==> src/rtl/muldiv_unit_if.sv <==
// Start/complete handshake between the control unit (master) and the
// iterative multiply/divide responder (slave).
interface muldiv_unit_if;
    logic        en;
    logic [1:0]  op;
    logic [31:0] srcA;
    logic [31:0] srcB;
    logic [31:0] hi;
    logic [31:0] lo;
    logic        busy;
    logic        done;
    logic        div_by_zero;

    modport master (
        output en, op, srcA, srcB,
        input  hi, lo, busy, done, div_by_zero
    );

    modport slave (
        input  en, op, srcA, srcB,
        output hi, lo, busy, done, div_by_zero
    );
endinterface

==> src/rtl/muldiv_unit.sv <==
// Iterative MULT/MULTU/DIV/DIVU unit backing the MIPS HI/LO registers.
// Works on operand magnitudes for 32 cycles, then applies signs in a single fix-up cycle.
module muldiv_unit (
    input  logic          clk,
    input  logic          rst,
    muldiv_unit_if.slave  bus
);
    typedef enum logic [1:0] {IDLE, RUN, FIX} state_t;

    state_t      state_q, state_d;
    logic [5:0]  cnt_q, cnt_d;
    logic [31:0] a_q, a_d;
    logic [31:0] b_q, b_d;
    logic [63:0] acc_q, acc_d;
    logic [31:0] rem_q, rem_d;
    logic        div_q, div_d;
    logic        dz_q, dz_d;
    logic        negq_q, negq_d;
    logic        negr_q, negr_d;
    logic [31:0] hi_q, hi_d;
    logic [31:0] lo_q, lo_d;
    logic        busy_q, busy_d;
    logic        done_q, done_d;
    logic        dbz_q, dbz_d;

    logic        sgn;
    logic [31:0] mag_a, mag_b;
    logic [32:0] sum, rem_sh, diff;

    function automatic logic [31:0] mag32(input logic signed [31:0] v);
        return v[31] ? 32'(-v) : v;
    endfunction

    function automatic logic [31:0] cneg32(input logic [31:0] v, input logic n);
        return n ? (~v + 32'd1) : v;
    endfunction

    function automatic logic [63:0] cneg64(input logic [63:0] v, input logic n);
        return n ? (~v + 64'd1) : v;
    endfunction

    always_ff @(posedge clk or posedge rst) begin
        if (rst) begin
            state_q <= IDLE;
            cnt_q   <= '0;
            a_q     <= '0;
            b_q     <= '0;
            acc_q   <= '0;
            rem_q   <= '0;
            div_q   <= 1'b0;
            dz_q    <= 1'b0;
            negq_q  <= 1'b0;
            negr_q  <= 1'b0;
            hi_q    <= '0;
            lo_q    <= '0;
            busy_q  <= 1'b0;
            done_q  <= 1'b0;
            dbz_q   <= 1'b0;
        end else begin
            state_q <= state_d;
            cnt_q   <= cnt_d;
            a_q     <= a_d;
            b_q     <= b_d;
            acc_q   <= acc_d;
            rem_q   <= rem_d;
            div_q   <= div_d;
            dz_q    <= dz_d;
            negq_q  <= negq_d;
            negr_q  <= negr_d;
            hi_q    <= hi_d;
            lo_q    <= lo_d;
            busy_q  <= busy_d;
            done_q  <= done_d;
            dbz_q   <= dbz_d;
        end
    end

    always_comb begin
        state_d = state_q;
        cnt_d   = cnt_q;
        a_d     = a_q;
        b_d     = b_q;
        acc_d   = acc_q;
        rem_d   = rem_q;
        div_d   = div_q;
        dz_d    = dz_q;
        negq_d  = negq_q;
        negr_d  = negr_q;
        hi_d    = hi_q;
        lo_d    = lo_q;
        busy_d  = busy_q;
        done_d  = 1'b0;
        dbz_d   = 1'b0;
        sgn     = ~bus.op[0];
        mag_a   = sgn ? mag32(bus.srcA) : bus.srcA;
        mag_b   = sgn ? mag32(bus.srcB) : bus.srcB;
        sum     = '0;
        rem_sh  = '0;
        diff    = '0;

        case (state_q)
            IDLE: begin
                if (bus.en) begin
                    div_d  = bus.op[1];
                    negq_d = sgn & (bus.srcA[31] ^ bus.srcB[31]);
                    negr_d = sgn & bus.op[1] & bus.srcA[31];
                    b_d    = mag_b;
                    // Multiply keeps the multiplier in acc[31:0]; divide keeps the dividend there.
                    acc_d  = {32'd0, bus.op[1] ? mag_a : mag_b};
                    rem_d  = '0;
                    cnt_d  = '0;
                    busy_d = 1'b1;
                    dz_d   = bus.op[1] && (bus.srcB == 32'd0);
                    // A zero divisor reports the dividend exactly as presented.
                    a_d     = dz_d ? bus.srcA : mag_a;
                    state_d = dz_d ? FIX : RUN;
                end
            end
            RUN: begin
                cnt_d = cnt_q + 6'd1;
                if (div_q) begin
                    rem_sh = {rem_q, acc_q[31]};
                    diff   = rem_sh - {1'b0, b_q};
                    rem_d  = diff[32] ? rem_sh[31:0] : diff[31:0];
                    acc_d  = {acc_q[63:32], acc_q[30:0], ~diff[32]};
                end else begin
                    sum   = {1'b0, acc_q[63:32]} + (acc_q[0] ? {1'b0, a_q} : 33'd0);
                    acc_d = {sum, acc_q[31:1]};
                end
                if (cnt_q == 6'd31) state_d = FIX;
            end
            FIX: begin
                state_d = IDLE;
                busy_d  = 1'b0;
                done_d  = 1'b1;
                if (dz_q) begin
                    hi_d  = a_q;
                    lo_d  = 32'hFFFF_FFFF;
                    dbz_d = 1'b1;
                end else if (div_q) begin
                    lo_d = cneg32(acc_q[31:0], negq_q);
                    hi_d = cneg32(rem_q, negr_q);
                end else begin
                    {hi_d, lo_d} = cneg64(acc_q, negq_q);
                end
            end
            default: state_d = IDLE;
        endcase
    end

    assign bus.hi          = hi_q;
    assign bus.lo          = lo_q;
    assign bus.busy        = busy_q;
    assign bus.done        = done_q;
    assign bus.div_by_zero = dbz_q;
endmodule

==> src/flat_wrapper.sv <==
// flat-port wrapper written by rule: the top's interface ports become plain ports
module muldiv_unit_flat 
  (clk, rst, bus_en, bus_op, bus_srcA, bus_srcB, bus_hi, bus_lo, bus_busy, bus_done, bus_div_by_zero);
  muldiv_unit_if bus_i ();
  input  logic clk;
  input  logic rst;
  input wire logic [$bits(bus_i.en)-1:0] bus_en;
  input wire logic [$bits(bus_i.op)-1:0] bus_op;
  input wire logic [$bits(bus_i.srcA)-1:0] bus_srcA;
  input wire logic [$bits(bus_i.srcB)-1:0] bus_srcB;
  output wire logic [$bits(bus_i.hi)-1:0] bus_hi;
  output wire logic [$bits(bus_i.lo)-1:0] bus_lo;
  output wire logic [$bits(bus_i.busy)-1:0] bus_busy;
  output wire logic [$bits(bus_i.done)-1:0] bus_done;
  output wire logic [$bits(bus_i.div_by_zero)-1:0] bus_div_by_zero;
  assign bus_i.en = bus_en;
  assign bus_i.op = bus_op;
  assign bus_i.srcA = bus_srcA;
  assign bus_i.srcB = bus_srcB;
  assign bus_hi = bus_i.hi;
  assign bus_lo = bus_i.lo;
  assign bus_busy = bus_i.busy;
  assign bus_done = bus_i.done;
  assign bus_div_by_zero = bus_i.div_by_zero;
  muldiv_unit u_core (.clk(clk), .rst(rst), .bus(bus_i));
endmodule
==> config.mk <==
export PLATFORM = sky130hd
export DESIGN_NAME = muldiv_unit_flat
export DESIGN_NICKNAME = d
export VERILOG_FILES = /design/src/rtl/muldiv_unit_if.sv /design/src/rtl/muldiv_unit.sv /design/src/flat_wrapper.sv
export SDC_FILE = /design/constraint.sdc
export NUM_CORES = 1
export LEC_CHECK = 0
export BUFFER_PORTS_ARGS = -buffer_cell sky130_fd_sc_hd__buf_4
export CAP_MARGIN = 10
export CORE_AREA = 2 2 243 173
export CTS_CLUSTER_DIAMETER = 50
export DETAILED_ROUTE_END_ITERATION = 7
export DIE_AREA = 0 0 245 175
export PLACE_DENSITY = 0.67
export SLEW_MARGIN = 10
export SYNTH_ARGS = -nofsm -noshare
export SYNTH_HDL_FRONTEND = slang
export SYNTH_SLANG_ARGS = --single-unit
==> constraint.sdc <==
create_clock -name clk -period 15 [get_ports clk]
set_input_delay 4.5 -clock clk [delete_from_list [all_inputs] [get_ports clk]]
set_output_delay 4.5 -clock clk [all_outputs]
set_load 0.005 [all_outputs]
== Word-level counts from Yosys, hierarchy flattened ==
Cells that the tools add are included.
Storage, ports and cells
  flip-flop bits (word level): 239
  word-level logic and storage cells: 83
  RAM bits: 0
  bits in latches: 0
  memories kept: 0
  ROM bits: 0
  bits of input ports: 69
Operators by class
  muxes and demuxes: 32
  equal/unequal tests: 7
  divide/modulo/power cells: 0
  order comparisons: 0
  shifts and indexed selects: 0
  reductions and logical operators: 11
  bitwise operators: 9
  $mul: 0
  add/subtract/negate cells: 8
Operators by type and width (count)
  32-bit 2-to-1 mux: 16
  64-bit 2-to-1 mux: 3
  64-bit case mux with 2 select lines: 1
  32-bit by 1-bit adder with 32-bit output, second input constant: 2
  64-bit by 1-bit adder with 64-bit output, second input constant: 1
  32-bit negation: 2
  32-bit NOT: 2
  64-bit NOT: 1
  32-bit case mux with 2 select lines: 1
  32-bit by 33-bit adder with 33-bit output: 1
  33-bit by 32-bit subtractor with 33-bit output: 1
  32-bit logical NOT: 1
  6-bit case mux with 2 select lines: 1
  2-bit AND reduction: 4
  6-bit by 1-bit adder with 6-bit output, second input constant: 1
  6-bit by 5-bit equality test with 1-bit output, second input constant: 1
  2-bit 2-to-1 mux: 3
  6-bit 2-to-1 mux: 1
  3-bit AND reduction: 2
  1-bit 2-to-1 mux: 4
  2-bit by 1-bit != test with 1-bit output, second input constant: 2
  2-bit != test, second input constant: 2
  2-bit case mux with 2 select lines: 1
  2-bit nonzero test: 2
  8 further kinds: 11

== Logic depth before layout (Yosys ltp) ==
Gate-level depths: netlist of run 1.
  word-level depth: 6
  gate-level depth with buffers: 14
  gate-level depth less buffers: 13

== Worst setup path before layout of run 1 ==
Ideal clock, no wire load.
  path type: input to register
  start: input bus_srcB[6]
  end: register u_core.a_q[7]
  required time: 14867 ps
  setup time: 133 ps
  path slack: 8053 ps
  arrival: 6814 ps
  buffers on the path: 1
  cell stages on the path: 10
  cells stage by stage: or4_1 nor4_1 nand3_1 nor2_1 and4b_1 clkbuf_1 nor2_1 o21ai_0 xor2_1 o21ai_0
Between the ends
  word-level cells in the longest chain between the ends: 3
Ends and longest elaborated chain
  start: declaration: line flat_wrapper.sv:10  | input wire logic [$bits(bus_i.srcB)-1:0] bus_srcB;
  32-bit logical NOT: line muldiv_unit.sv:113  | dz_d = bus.op[1] && (bus.srcB == 32'd0);
  1-bit logical AND: line muldiv_unit.sv:113
  32-bit 2-to-1 mux: line muldiv_unit.sv:115  | a_d = dz_d ? bus.srcA : mag_a;
  end signal: assignment: line muldiv_unit.sv:46  | a_q <= '0;
  end signal: assignment: line muldiv_unit.sv:62  | a_q <= a_d;
  end: declaration: line muldiv_unit.sv:12  | logic [31:0] a_q, a_d;
No other way between the ends.
A chain may end at the register's enable or synchronous reset.

== Final worst setup path of run 1 ==
  start: input bus_srcB[6]
  end: register u_core.a_q[19]
Same word-level chain as after synthesis.

==> flow_results.org, run 1 <==
** CTS
- In this run the number of H-tree levels came out at 1.
- Clock-pin slew was measured on the worst setup and hold paths at about 60 ps.
- Clock tree from TritonCTS :: done
- Count of instances resized after the clock tree is built :: 0
- Clk Tree Root Cell :: sky130_fd_sc_hd__clkbuf_16
- After clock tree synthesis, the flow added hold-fix buffers numbering 0.
- CTS saw 239 sinks.
- Skew-Pair Late Insertion Delay :: roughly 590 ps
- The clock passes through at most 3 buffers.
- CTS Buf Count :: 29
- Post CTS Setup Buffer Count :: 0

** Outcome
- Run status :: complete, no violations

** Global routing
- In the global route stage, overall resource usage came out at 0.287.
- The via count of the first global-routing pass was 16.1k.
- First-pass GRT wire length :: 95700 um
- Summed over all layers, the global routing overflow is 0.
- The initial antenna violation count came to 3.
- Pin count of the biggest net entering global routing :: around 100

** Cells and area
- Proportion of layout cells with a drive suffix above 1 :: 0.103
- Final Non-Filler Cells :: 2826
- Synthesis-to-finish area growth :: 13.8%
- Most frequent standard cell in the layout excluding fill and tap cells :: sky130_fd_sc_hd__nand2_1
- Number of nets at the end of the flow :: 2399
- Leaving out fill and tap cells, the most frequent cells in the layout are sky130_fd_sc_hd__nand2_1, sky130_fd_sc_hd__o21ai_0, sky130_fd_sc_hd__dfrtp_1.

** Timing
- The number of hold violations in the final report is 0.
- Maximum operating frequency :: 132 MHz
- Transition time at the pin with the least slew margin :: 1210 ps
- Final hold analysis gives a worst-case slack of ~480 ps.
- Fin worst setup slack :: 7410 ps
- Summed negative setup slack over all endpoints :: 0 ps
- The final max-slew violation count is 0.
- Max-slew headroom :: 0.187
- In the finished design, the share of the clock period the worst path needs comes to 0.506.
- Unrepaired setup endpoints after global routing :: false
- For the final database, setup skew stands at 25.3 ps.
- Setup violations remaining at the end of the flow were counted as 0.
- The worst path needs 7590 ps of the cycle, external delays included.

** Pwr
- The share of total power dissipated in sequential elements is 0.282.
- Maximum vdd drop :: 179 uV
- In this run the power density over the cells is 248 nW/um2.
- Net switching power of the design :: 2.46 mW
- Share of total power consumed by net switching :: 0.492
- Of the total power, the clock network draws 0.158.
- P_leak :: 8.81 nW
- Of the total power, combinational logic draws 0.560.
- Internal power comes to 2.55 mW.

** Route
- Via count of the routed design :: 17.3k
- Post-Route WL :: 62300 um
- Number of DRC markers in iteration 0 :: 1888
- DR DRC count :: 0
- Dividing the detail-routed via count by the number of cells gives 6.11.
- For this run, the detailed router's first-pass iteration total came to 5.
- After detailed routing, the average wire length per cell comes to ~22 um.
- The detail route stage leaves a number of antenna-violating nets equal to 0.

** Critical path
- Crit Path Class :: in -> reg
- Worst reg-to-reg setup slack :: 10420 ps
- Measured in cells, the most critical reg-to-reg path has a length of 7.
- Arrival time of the worst setup path :: 8020 ps
- The worst setup path is captured at a register.
- The worst setup path is launched from an input port.
- In this run the critical register-to-register path is launched from u_core.acc_q[20]$_DFFE_PP0P_.
- CP required :: between 15000 and 20000 ps
- In this run the worst path has a maximum fanout of 15.
- Capturing point of the worst reg2reg path :: u_core.bus.hi[23]$_DFFE_PP0P_

** Die
- Area of the die :: ~43000 um2
- In this run the vertical extent of the chip is 175 um.
- Placement row count :: 62
- The die is around 250 um wide.
- Pin placement for this block handled 136 I/O pins.
- Initial standard-cell utilization of the core :: 0.437
- The region available for standard cell placement spans approximately 41000 um2.

** Worst hold path
- Worst hold start :: u_core.b_q[25]$_DFFE_PP0P_
- End point of the worst hold path :: u_core.b_q[25]$_DFFE_PP0P_
- Counting instances, the worst hold path has a depth of 2.
- The min-delay analysis places its worst path in the category reg -> reg.

** Place
- The number of placed instances, taps included, is 2772.
- At the placement stage, the worst setup path has a slack of 6950 ps.
- Summed over all nets, the half-perimeter wirelength after detailed placement is roughly 47000 um.
- Port buffering added 135 buffers.
- At the end of routability-driven placement, the weighted congestion stood at ~0.96.

** Synth
- Synthesis produced roughly 2.2k cells.
- Counting distinct cell types in the post-synthesis netlist gives 71.
- Ys async rst share :: 1.00
- Of the synthesized area, sequential elements account for 0.337.
- Syn Area/Cell :: a little over 8 um2
- Number of flops mapped to enable cells by yosys :: 0
- Synthesis produced a netlist with a net count of 2341.
- In this run, synthesis produced a sequential element count of 239.
- Yosys printed 0 warnings.
- In the synthesized netlist the dominant register cell turns out to be sky130_fd_sc_hd__dfrtp_1.
- The mapped netlist covers around 18000 um2.

** Job
- The tool flagged a number of max-cap violations equal to 0.
## worst max-delay path, cell delays in order
cell and delay [ps]:
sky130_fd_sc_hd__buf_4 120, sky130_fd_sc_hd__or4_1 570, sky130_fd_sc_hd__nor4_1 600, sky130_fd_sc_hd__nand3_1 180
sky130_fd_sc_hd__nor2_1 390, sky130_fd_sc_hd__nand4b_1 720, sky130_fd_sc_hd__nand2_1 520, sky130_fd_sc_hd__nor2_1 120
sky130_fd_sc_hd__xnor2_1 180, sky130_fd_sc_hd__o21ai_0 110
## registers in the layout, indices dropped and copies added (netlist names), 2 cells and up
name	cells
u_core.a_q	32
u_core.acc_q	64
u_core.cnt_q	6
u_core.rem_q	32
u_core.b_q	32
u_core.bus.lo	32
u_core.state_q	2
u_core.bus.hi	32
## worst max path at each step
stage / startpoint / endpoint / slack (ps) / depth (start not counted)
floorplan: rst / u_core.a_q[0]$_DFFE_PP0P_ / 3940 / 1
finish: bus_srcB[6] / u_core.a_q[19]$_DFFE_PP0P_ / 7410 / 10
CTS: bus_srcB[6] / u_core.a_q[19]$_DFFE_PP0P_ / 7520 / 10
global placement: bus_srcB[6] / u_core.a_q[14]$_DFFE_PP0P_ / 6980 / 10
global route: bus_srcB[6] / u_core.a_q[19]$_DFFE_PP0P_ / 7150 / 10
detailed placement: bus_srcB[6] / u_core.a_q[14]$_DFFE_PP0P_ / 6950 / 10
## layer usage
metal / GRT usage / up-vias / routed length, um
li1: - / 7959 / -
met1: 0.426 / 8310 / 28200
met2: 0.413 / 874 / 25600
met3: 0.0682 / 120 / 6460
met4: 0.0818 / 0 / 2040
met5: 0 / - / 0
## synthesized netlist by cell type (all sizes together) (22+ instances only)
library cell / number / area [um2]
nand2: 288 / 1080
o21ai: 244 / 1220
dfrtp: 239 / 5980
a21oi: 170 / 851
nor2: 163 / 612
xor2: 123 / 1080
clkbuf: 108 / 405
xnor2: 94 / 823
ha: 69 / 863
inv: 65 / 244
nand3: 65 / 325
mux2i: 64 / 641
and2: 39 / 244
nor3: 38 / 190
o31ai: 35 / 263
nand2b: 33 / 206
a31oi: 32 / 200
a21o: 30 / 225
or4: 28 / 221
or3: 23 / 144
and3: 22 / 138
## layout make-up
cell class                      count  area, um2
Multi-Input combinational cell   1771      11100
Antenna cell                        1       2.50
Sequential cell                   239       5990
Timing Repair Buffer              152       1140
Clock inverter                     18        289
Inverter                           66        255
Fill cell                        3859      20400
Clock buffer                       35        778
Tap cell                          544        681
## through the flow
stage	area (um2)	utilization	power (mW)
floorplan	17700	-	3.22
global route	20200	0.497	5.38
global placement	19100	0.471	4.07
CTS	20200	0.497	4.95
finish	20200	0.498	5.01
detailed placement	19100	0.471	4.14
## logic make-up after synthesis
| family | Yosys count | share of synthesized area |
|---|---|---|
| AND/OR/NAND/NOR | 775 | 0.208 |
| AO/OA/AOI/OAI | 641 | 0.218 |
| flip-flops | 239 | 0.337 |
| XOR/XNOR | 217 | 0.107 |
| buffers and inverters | 191 | 0.0415 |
| adder cells (fa/ha/maj) | 71 | 0.0509 |
| multiplexers | 67 | 0.0380 |
## power groups by stage
stage / sequential [mW] / clock, mW / combinational (mW)
after global routing: 1.44 / 0.826 / 3.11
final: 1.41 / 0.791 / 2.80
after global placement: 1.39 / 0 / 2.68
after floorplan: 1.18 / 0 / 2.04
after detailed placement: 1.40 / 0 / 2.74
after CTS: 1.39 / 0.801 / 2.76
(Power assumes the default switching activity.)
==> run 2: changes to the inputs <==
Settings changed: PLACE_DENSITY 0.67 to 0.7.
Clock period 15 ns to 6.5 ns, I/O delays scaled along.
==> flow_results.org, run 2 (synthesized netlist as in run 1, its figures left out) <==
** Route
- Via count of the routed design :: 17.2k
- DR DRC count :: 0
- Wirelength per Cell :: 21.9 um
- The first routing iteration left 1936 violations.
- Once detail routing completed, the nets flagged for antenna violations numbered 0.
- Post-Route WL :: about 60000 um
- The pre-antenna-repair detailed-routing pass consisted of 5 iterations.
- Detail-routed via count per cell :: 6.08

** Pwr
- Reg power frac :: 0.293
- Post-route total power :: 11.3 mW
- Share of total power consumed by net switching :: 0.497
- Net switching power of the design :: 5.61 mW
- In this run the power density over the cells is ~560 nW/um2.
- Clock group share of total power :: 0.140
- Of the total power, combinational logic draws 0.568.
- Int Power :: 5.68 mW
- For this design the static power due to leakage is 8.75 nW.
- Maximum vdd drop :: 256 uV

** Critical path
- Along the worst path, the maximum fanout reaches 8.
- For the worst setup path, the data required time is 6910 ps.
- By startpoint and endpoint, the worst setup path is classified as in -> reg.
- In this run the critical register-to-register path is launched from u_core.acc_q[20]$_DFFE_PP0P_.
- The worst setup path is launched from an input port.
- Tracing the worst setup path back leads to its startpoint at bus_srcB[6].
- Arrival time of the worst setup path :: 5030 ps
- Crit end category :: register

** Cells and area
- Most frequent standard cell in the layout excluding fill and tap cells :: sky130_fd_sc_hd__nand2_1
- Once layout is complete, the cells apart from fillers number around 2.8k.
- After routing the design area is 20100 um2.
- End-of-flow core utilization :: 0.495
- In the final layout, flip-flops and latches occupy 5990 um2.
- For this run, the post-layout net count is about 2.4k.
- More flip-flops sit in one register than any other, and that register is u_core.acc_q.
- Compared with the post-synthesis result, the final layout area differs by 13.2%.
- The multi-input combinational cells in the finished layout cover a total of approximately 11000 um2.
- Number of filler cells placed in the layout :: 3912
- The register with the most flip-flops in the layout has 64 of them.
- Leaving out fill and tap cells, the most frequent cells in the layout are sky130_fd_sc_hd__nand2_1, sky130_fd_sc_hd__o21ai_0, sky130_fd_sc_hd__dfrtp_1.
- In the final layout, the share of cells above drive strength 1 is 0.104.

** Timing
- Setup repair after global routing left no endpoint under its margin.
- Worst-case clock skew :: between 15 and 20 ps
- Final setup viols :: 0
- The final max-slew violation count came to 0.
- WHS :: just under 500 ps
- Summed negative setup slack over all endpoints :: 0 ps
- In this run the tightest slew margin relative to its limit is 0.133.
- Setup slack on the critical path of the routed design comes to roughly 1900 ps.
- Maximum operating frequency :: around 220 MHz
- Time the final worst path needs with I/O delays and setup :: 4620 ps
- At the pin with the least slew margin, the transition time is 1290 ps.
- Final hold violations :: 0
- Of the available clock period, the critical path in the final layout requires 0.710.

** Worst hold path
- Worst hold start :: u_core.b_q[8]$_DFFE_PP0P_
- In this run the worst hold path is classified as reg -> reg.

** Place
- At the end of routability-driven placement, the weighted congestion stood at 0.966.
- In this run the tool buffered the top-level ports with ~140 buffer cells.
- Half-perimeter wire length of the detailed placement result :: roughly 47000 um
- Placed Instance Area :: roughly 19000 um2
- Placed cells :: 2777
- Setup WS pre-CTS :: 1420 ps

** CTS
- For this design, the sink count on the clock tree is 239.
- Clock tree from TritonCTS :: done
- Gates resized during post-CTS repair numbered 0.
- CTS placed an instance of sky130_fd_sc_hd__clkbuf_16 at the clock tree root.
- In this run the post-CTS setup repair buffer count came out at 0.
- Number of hold-repair buffers added at the cts stage :: 0
- In this run, CTS created clock tree buffers numbering 26.
- CTS H-Tree Depth :: 1
- Bufs on Longest Clock Path :: 3
- Clock transition time at the flip-flop clock pins of the worst setup and hold paths :: 60 ps
- Skew-Pair Late Insertion Delay :: 570 ps

** Job
- Max-cap check violation count :: 0

** Die
- Top Ports :: 136
- Die boundary height :: between 150 and 200 um
- Placement row count :: 62
- Area of the die :: 42900 um2
- Placeable core region :: 40600 um2
- The initial utilization of the core area, before any placement, comes to 0.437.
- The die is ~250 um wide.

** Outcome
- Run status :: complete, no violations

** Global routing
- Pin count of the biggest net entering global routing :: 91
- Total gr overflow :: 0
- First-pass GRT wire length :: 94900 um
- Via count of the first global-routing pass :: 15.8k
- Across every metal layer, demand over resource in global routing totals 0.283.
- The initial antenna violation count is 1.
## run 2: changes by cell type in the layout (fill, tap and decap cells not counted), moves of 2 or more
| cell | previous run | this run |
|---|---|---|
| sky130_fd_sc_hd__inv_6 | 2 | 0 |
| sky130_fd_sc_hd__clkinvlp_4 | 1 | 4 |
| sky130_fd_sc_hd__bufinv_16 | 6 | 2 |
| sky130_fd_sc_hd__clkinv_2 | 3 | 5 |
| sky130_fd_sc_hd__buf_4 | 152 | 155 |
| sky130_fd_sc_hd__clkbuf_1 | 3 | 1 |
| sky130_fd_sc_hd__clkbuf_16 | 29 | 27 |
| sky130_fd_sc_hd__clkbuf_8 | 3 | 5 |
| sky130_fd_sc_hd__buf_12 | 0 | 2 |
| sky130_fd_sc_hd__inv_8 | 3 | 1 |
## run 2: path summary, 6_finish.rpt
path | to | slack (ps) | depth (start not counted)
worst min-delay path | u_core.b_q[8]$_DFFE_PP0P_ | 480 | 2
worst min register to register | u_core.b_q[8]$_DFFE_PP0P_ | 480 | 2
worst max register to register | u_core.bus.hi[19]$_DFFE_PP0P_ | 1960 | 9
worst max-delay path | u_core.a_q[7]$_DFFE_PP0P_ | 1880 | 10
min in group asynchronous | u_core.bus.hi[22]$_DFFE_PP0P_ | 1520 | 2
max in group asynchronous | u_core.bus.lo[23]$_DFFE_PP0P_ | 3920 | 3
## run 2: per-layer routing
metal  wire length [um]  vias up  GRT usage
li1                   -     7962          -
met1              27100     8212      0.422
met2              26500      910      0.414
met3               6260      112     0.0539
met4               1950        0     0.0826
met5                  0        -          0
## run 2: area by class of cell
cell class | instances | share of cell area
multi-input combinational | 1771 | 0.550
sequential | 239 | 0.298
timing repair buffer | 157 | 0.0599
clock buffer | 33 | 0.0373
tap | 544 | 0.0339
inverter | 66 | 0.0125
clock inverter | 15 | 0.00766
antenna | 1 | 0.000125
## run 2: power by group through the flow
stage	clock network, mW	registers, mW	logic, mW
floorplan	0	2.72	4.72
global placement	0	3.24	6.17
detailed placement	0	3.27	6.29
CTS	1.59	3.25	6.33
global route	1.67	3.39	7.10
finish	1.58	3.31	6.41
## run 2: critical path: stages
cell and delay [ps]:
sky130_fd_sc_hd__buf_4 120, sky130_fd_sc_hd__or4_1 580, sky130_fd_sc_hd__nor4_1 650, sky130_fd_sc_hd__nand3_1 210
sky130_fd_sc_hd__nor2_1 400, sky130_fd_sc_hd__and4b_1 500, sky130_fd_sc_hd__nor2_1 190, sky130_fd_sc_hd__o21ai_0 180
sky130_fd_sc_hd__xor2_1 160, sky130_fd_sc_hd__o21ai_0 80
